[src/rtl/memory_reader.sv]
// Sweeps addresses 0..LAST_ADDRESS over a four-phase request/acknowledge handshake,
// capturing each word into buffer. Define MEMORY_READER_CHECKSUM_EN to enable the running checksum.
module memory_reader #(
    parameter int ADDRESS_WIDTH = 10,
    parameter int DATA_WIDTH    = 16,
    parameter int LAST_ADDRESS  = 1023,
    parameter int TIMEOUT       = 255
) (
    input  logic                     clock,
    input  logic                     reset,
    input  logic                     start,
    input  logic                     step,
    output logic                     request,
    output logic [ADDRESS_WIDTH-1:0] address,
    input  logic                     acknowledge,
    input  logic [DATA_WIDTH-1:0]    read_data,
    output logic [DATA_WIDTH-1:0]    buffer,
    output logic                     valid,
    output logic                     busy,
    output logic                     done,
    output logic                     error,
    output logic [DATA_WIDTH-1:0]    checksum,
    output logic [2:0]               fsm_state
);

    typedef enum logic [2:0] {
        IDLE         = 3'd0,
        REQUEST      = 3'd1,
        WAIT_RELEASE = 3'd2,
        PAUSE        = 3'd3,
        DONE         = 3'd4
    } state_t;

    localparam int TIMER_WIDTH = $clog2(TIMEOUT + 1);
    localparam logic [TIMER_WIDTH-1:0]   TIMER_LAST   = TIMER_WIDTH'(TIMEOUT - 1);
    localparam logic [TIMER_WIDTH-1:0]   TIMER_ONE    = TIMER_WIDTH'(1);
    localparam logic [ADDRESS_WIDTH-1:0] ADDRESS_LAST = ADDRESS_WIDTH'(LAST_ADDRESS);
    localparam logic [ADDRESS_WIDTH-1:0] ADDRESS_ONE  = ADDRESS_WIDTH'(1);

    state_t                 state;
    state_t                 state_next;
    logic [TIMER_WIDTH-1:0] timer;
    logic                   capture;
    logic                   expire;
    logic                   clear;
    logic                   advance;

    always_ff @(posedge clock or negedge reset) begin
        if (!reset) begin
            state <= IDLE;
        end else begin
            state <= state_next;
        end
    end

    // request is decoded from state so the asynchronous reset drops it at once.
    always_comb begin
        state_next = state;
        request    = 1'b0;
        capture    = 1'b0;
        expire     = 1'b0;
        clear      = 1'b0;
        advance    = 1'b0;
        case (state)
            IDLE, DONE: begin
                if (start) begin
                    clear      = 1'b1;
                    state_next = REQUEST;
                end
            end
            REQUEST: begin
                request = 1'b1;
                if (acknowledge) begin
                    capture    = 1'b1;
                    state_next = WAIT_RELEASE;
                end else if (timer == TIMER_LAST) begin
                    expire     = 1'b1;
                    state_next = DONE;
                end
            end
            WAIT_RELEASE: begin
                if (!acknowledge) begin
                    state_next = (address == ADDRESS_LAST) ? DONE : PAUSE;
                end
            end
            PAUSE: begin
                if (step) begin
                    advance    = 1'b1;
                    state_next = REQUEST;
                end
            end
            default: state_next = IDLE;
        endcase
    end

    assign busy      = (state != IDLE) && (state != DONE);
    assign done      = (state == DONE);
    assign fsm_state = state;

    // timer rests at zero outside REQUEST, so every request starts a fresh count.
    always_ff @(posedge clock or negedge reset) begin
        if (!reset) begin
            address <= '0;
            buffer  <= '0;
            valid   <= 1'b0;
            error   <= 1'b0;
            timer   <= '0;
        end else begin
            valid <= capture;
            timer <= (state == REQUEST) ? timer + TIMER_ONE : '0;
            if (clear) begin
                address <= '0;
            end else if (advance) begin
                address <= address + ADDRESS_ONE;
            end
            if (capture) begin
                buffer <= read_data;
            end
            if (clear) begin
                error <= 1'b0;
            end else if (expire) begin
                error <= 1'b1;
            end
        end
    end

`ifdef MEMORY_READER_CHECKSUM_EN
    logic [DATA_WIDTH-1:0] sum;

    always_ff @(posedge clock or negedge reset) begin
        if (!reset) begin
            sum <= '0;
        end else if (clear) begin
            sum <= '0;
        end else if (capture) begin
            sum <= sum + read_data;
        end
    end

    assign checksum = sum;
`else
    assign checksum = '0;
`endif

endmodule
[config.mk]
export PLATFORM = sky130hd
export DESIGN_NAME = memory_reader
export DESIGN_NICKNAME = d
export VERILOG_FILES = /design/src/rtl/memory_reader.sv
export SDC_FILE = /design/constraint.sdc
export NUM_CORES = 1
export LEC_CHECK = 0
export CAP_MARGIN = 20
export CORE_ASPECT_RATIO = 1.2
export CORE_MARGIN = 5
export CORE_UTILIZATION = 41
export CTS_BUF_LIST = sky130_fd_sc_hd__clkbuf_8
export CTS_CLUSTER_SIZE = 20
export DETAILED_ROUTE_END_ITERATION = 16
export GPL_TIMING_DRIVEN = 0
export PLACE_DENSITY = 0.82
export SETUP_SLACK_MARGIN = 0.02
export SKIP_CTS_REPAIR_TIMING = 1
export SYNTH_ARGS = -nofsm -noshare
export SYNTH_HDL_FRONTEND = slang
export SYNTH_SLANG_ARGS = --single-unit
[constraint.sdc]
create_clock -name clock -period 1.5 [get_ports clock]
set_input_delay 0.225 -clock clock [delete_from_list [all_inputs] [get_ports clock]]
set_output_delay 0.225 -clock clock [all_outputs]
set_load 0.005 [all_outputs]
Word-level counts from Yosys, hierarchy flattened
Index checks and enable logic that the tools add are counted.
{"block": "classes", "add_sub_neg": 2, "multipliers": 0, "div_mod_pow": 0, "n_lt_le_gt_ge": 0, "n_eq_ne": 11, "shifts": 0, "n_mux": 22, "bitwise_logic": 0, "n_reduce_logical": 7}
{"operator": "$mux 10", "n": 2}
{"operator": "$mux 3", "n": 6}
{"operator": "$mux 1", "n": 12}
{"operator": "$pmux 3 s4", "n": 1}
{"operator": "$add 10x1->10 const B", "n": 1}
{"operator": "$eq 10x10->1 const B", "n": 1}
{"operator": "$add 8x1->8 const B", "n": 1}
{"operator": "$eq 8x8->1 const B", "n": 1}
{"operator": "$mux 8", "n": 1}
{"operator": "$eq 3x2->1 const B", "n": 2}
{"operator": "$ne 2x2->1 const B", "n": 3}
{"operator": "$ne 3x3->1 const B", "n": 2}
{"operator": "$reduce_and 4->1", "n": 1}
{"operator": "$reduce_bool 2->1", "n": 2}
{"operator": "$eq 3x1->1 const B", "n": 1}
{"operator": "$eq 3x3->1 const B", "n": 1}
{"operator": "$logic_not 3->1", "n": 1}
{"operator": "$reduce_bool 3->1", "n": 1}
{"operator": "$reduce_or 2->1", "n": 1}
{"operator": "$logic_and 1x1->1", "n": 1}
{"block": "word_totals", "register_bits": 39, "latchBits": 0, "mem_bits_rw": 0, "rom_bits": 0, "wordCells": 48, "mem_count": 0}

Depth between registers and ports, before layout
{"block": "depth", "depth_word": 6, "mapped_depth": 6}

Least setup slack after synthesis
Ideal clock, no wire load.
{"block": "synth_timing", "kind": "register to register", "from": "register state[1], in the netlist fsm_state[1]", "to": "register buffer[10]", "t_arrival_ns": 1.553, "t_required_ns": 1.373, "slack_ns": -0.181, "stages_incl_launch_ff": 6, "period_less_slack_ns": 1.681, "path_cell_list": "dfrtp_1 -> buf_6 -> or3b_4 -> nor2_8 -> buf_6 -> mux2_1"}
{"block": "synth_between", "elab_chain_len": 2}
{"element": "start, declared", "line_no": "40", "source": "state_t state;"}
{"element": "start signal, assigned", "line_no": "52", "source": "state <= state_next;"}
{"element": "$eq 3x1->1", "line_no": "64", "source": "case (state)"}
{"element": "$mux 1", "line_no": "64"}
{"element": "net capture", "line_no": "43", "source": "logic capture;"}
{"element": "end signal, assigned", "line_no": "117", "source": "buffer <= read_data;"}
{"element": "end, declared", "line_no": "17", "source": "output logic [DATA_WIDTH-1:0] buffer,"}
The timed path passes the listed nets, and every way through them passes these cells.
A chain may end at the register's enable or synchronous reset.

Final worst setup path
{"block": "layout_timing", "from": "register state[1], in the netlist fsm_state[1]", "to": "register buffer[3]"}
{"block": "layout_between", "elab_chain_len": 2}
{"element": "$eq 3x1->1", "line_no": "64"}
{"element": "$mux 1", "line_no": "64"}
No other way between the ends.

==> metrics.md <==
| Metric | Value |
|---|---|
| Pwr/cell area | `about 1600 nW/um^2` |
| Worst path top cell family by delay | `simple AND/OR/NAND/NOR gates` |
| Clock Latency Late Sink | `about 0.28 ns` |
| Worst setup SP type | `flip-flop` |
| Status | `finished, violations left` |
| Die area | `~6200 sq um` |
| 1st-pass router iterations | `4` |
| Clock skew | `around 0.0079 ns` |
| Post-DP Area | `approximately 2600 sq um` |
| Max FO, Critical Path | `7` |
| Largest net degree at the start of global routing | `40` |
| Antenna viol nets, final | `0` |
| # setup viols final | `27` |
| Total Power Consumption | `4790 uW` |
| Root buf cell | `clkbuf_8` |
| Period minus WS final | `1.75 ns` |
| WL per Instance | `between 10 and 15 um` |
| Critical Path RT | `1.67 ns` |
| Average cell area after synthesis | `11.6 sq um` |
| Yosys warnings | `0` |
| Fraction of layout cells with a size suffix above 1 | `between 30% and 40%` |
| Leakage | `about 0.0015 uW` |
| Reported max-cap violation count | `0` |
| Arr. time, crit path | `roughly 1.9 ns` |
| First-pass GRT wire length | `~7100 um` |
| Crit path largest cell delay | `between 0.4 and 0.5 ns` |
| NumNets Final | `about 300` |
| Fin Hold WS | `0.0537 ns` |
| Fin. max-slew vios | `0` |
| WP buf/inv | `2` |
| DR DRC count | `0` |
| Clock buffer depth | `2` |
| Fin. Hold Viols | `0` |
| Part of the cycle the worst path needs | `117%` |
| Setup Crit Path Kind | `flip-flop to flip-flop` |
| Hold Crit Class | `input port to async pin` |
| Violated checks | `negative setup slack` |
| Grt total ovfl | `0` |
| Area growth syn-to-layout | `56.8%` |
| Worst VDD drop | `859 uV` |
| Clock transition at path regs | `roughly 0.080 ns` |
| Vias in the first global route | `approximately 1500` |
| CTS tree | `built` |
| RSZ-0062 raised after global routing | `true` |
| Initial DRC count | `between 100 and 150` |
| Ant diodes | `0` |
| Initial antenna violation count | `0` |
| I/O Buffers | `54` |
| Worst path slowest cell | `or3b_4` |
| Final Worst Setup Slack | `-0.249 ns` |
| Fmax | `about 0.57 GHz` |
| Die Ht | `between 80 and 90 um` |
| Row cnt | `27` |
| Htree depth | `2` |
| Vias | `about 1600` |
| Relative slew slack | `between 40% and 50%` |
| GRT Total Usage | `14.5%` |
| Placer congestion estimate | `between 0.7 and 0.8` |
| Finished Cell Area | `~3000 sq um` |
| Core Region | `roughly 4600 sq um` |
| #FFs+latches synth | `39` |
| Critical path capture point type | `flip-flop` |
| Measured slew at the worst slew-check pin | `0.873 ns` |
| WL final | `approximately 4700 um` |
| Initial Util | `a little over two fifths` |
| Cells after synthesis | `168` |
| Die width | `approximately 73 um` |
| Post-synthesis sequential area ratio | `50.0%` |
| Synth cell types | `42` |
| Total I/O pin count | `between 70 and 80` |
| CTS buffer count | `5` |
| Hpwl dp | `3070 um` |
| Clock sinks | `39` |
| Vias/cell | `between 4 and 5` |
| CP cell instances | `buf_6, or3b_4, nor2_8, buf_4, mux2_2` |
| Cell area after synthesis | `1950 sq um` |
-- flip-flops by register name (all words and copies together), names as in the netlist --
name and count:
timer 8, address 10, fsm_state 3, valid 1, error 1, buffer 16
-- path summary, 6_finish.rpt --
kind	to	start	slack, ns	cells after the start
setup / recovery	buffer[3]$_DFFE_PN0P_	fsm_state[1]$_DFFE_PN0P_	-0.25	5
hold / removal	valid$_DFF_PN0_	reset	0.05	1
setup reg to reg	buffer[3]$_DFFE_PN0P_	fsm_state[1]$_DFFE_PN0P_	-0.25	5
hold reg to reg	buffer[2]$_DFFE_PN0P_	buffer[2]$_DFFE_PN0P_	0.51	1
max in group asynchronous	address[5]$_DFFE_PN0P_	reset	0.84	1
min in group clock	buffer[2]$_DFFE_PN0P_	buffer[2]$_DFFE_PN0P_	0.51	1
-- layout make-up --
type | count | area (sq um)
clock buffers | 5 | 68.8
inverters | 8 | 40.0
clock inverters | 1 | 3.75
flip-flops and latches | 39 | 983
plain buffers | 20 | 173
well taps | 58 | 72.6
fillers | 370 | 1540
multi-input cells | 116 | 933
repair buffers | 83 | 785
-- cells in the mapped netlist (all sizes together) --
master / n / area, sq um
buf: 20 / 165
mux2: 16 / 180
nand4: 4 / 31.3
xor2: 7 / 61.3
nand3: 5 / 25.0
dfrtp: 39 / 976
xnor2: 5 / 43.8
a2111oi: 1 / 27.5
o21ai: 4 / 20.0
a31oi: 1 / 6.26
or3: 1 / 6.26
o31ai: 1 / 7.51
nor3b: 1 / 12.5
or4b: 1 / 10.0
a22o: 2 / 17.5
a311oi: 1 / 8.76
a41oi: 1 / 8.76
conb: 1 / 3.75
nand2: 8 / 30.0
o22ai: 1 / 6.26
a21oi: 2 / 10.0
and4: 1 / 8.76
ha: 3 / 37.5
o21a: 1 / 7.51
and3: 2 / 12.5
or3b: 2 / 22.5
a32oi: 1 / 8.76
inv: 8 / 30.0
nor3: 2 / 10.0
nor2: 20 / 93.8
and4b: 1 / 10.0
a41o: 1 / 10.0
a211oi: 3 / 32.5
nand4b: 1 / 8.76
-- layer usage --
layer	GRT usage (%)	vias to the layer above	wire length (um)
met5	0	-	0
met4	4.03	0	47
met3	5.39	6	301
met2	23.3	45	2370
met1	18.1	757	2010
li1	-	759	-
-- worst register-to-register path, cell delays in order, from the launching register on --
cell	delay, ns
dfrtp_1	0.40
buf_6	0.13
or3b_4	0.41
nor2_8	0.21
buf_4	0.16
mux2_2	0.32
-- power breakdown --
group | internal (uW) | total [uW] | switching (uW)
clock | 303 | 648 | 345
sequential | 1380 | 1590 | 214
combinational | 1600 | 2550 | 952
total | 3280 | 4790 | 1510
-- metrics by stage --
step | setup WS, ns | std cells | TNS, ns | util [%]
final | -0.249 | 330 | -5.28 | 66.6
after global routing | -0.286 | 330 | -6.95 | 66.6
after CTS | -0.709 | 301 | -6.98 | 58.8
after detailed placement | -0.536 | 295 | -9.88 | 57.2
after global placement | -0.784 | 295 | -39.58 | 57.3
after floorplan | -0.181 | 183 | -2.39 | -
-- cells by family (layout without fill, tap and decap cells) --
family / Yosys count / in the layout / share of synthesized area [%]
and+or+nand+nor: 49 / 49 / 14.4
DFF: 39 / 39 / 50.0
buffers and inverters: 28 / 117 / 10.0
AOI/OAI and AO/OA: 20 / 20 / 8.79
muxes: 16 / 16 / 9.24
xor gates and xnor gates: 12 / 12 / 5.39
adders and majority gates: 3 / 3 / 1.92
other: 1 / 16 / 0.192
-- cells in the final DEF (no fill, tap or decap), types with 3 or more instances in the layout --
cell type         n
dlymetal6s2s_1    4
dfrtp_1          33
mux2_4            9
xnor2_1           5
o21ai_0           3
nand3_1           5
xor2_1            7
buf_4            41
mux2_2            7
dfrtp_2           6
inv_1             6
clkbuf_8          5
clkdlybuf4s50_1  45
nand4_1           3
nand2_1           7
conb_1           16
nor2_1           15
buf_6             7
(Power assumes the default switching activity.)
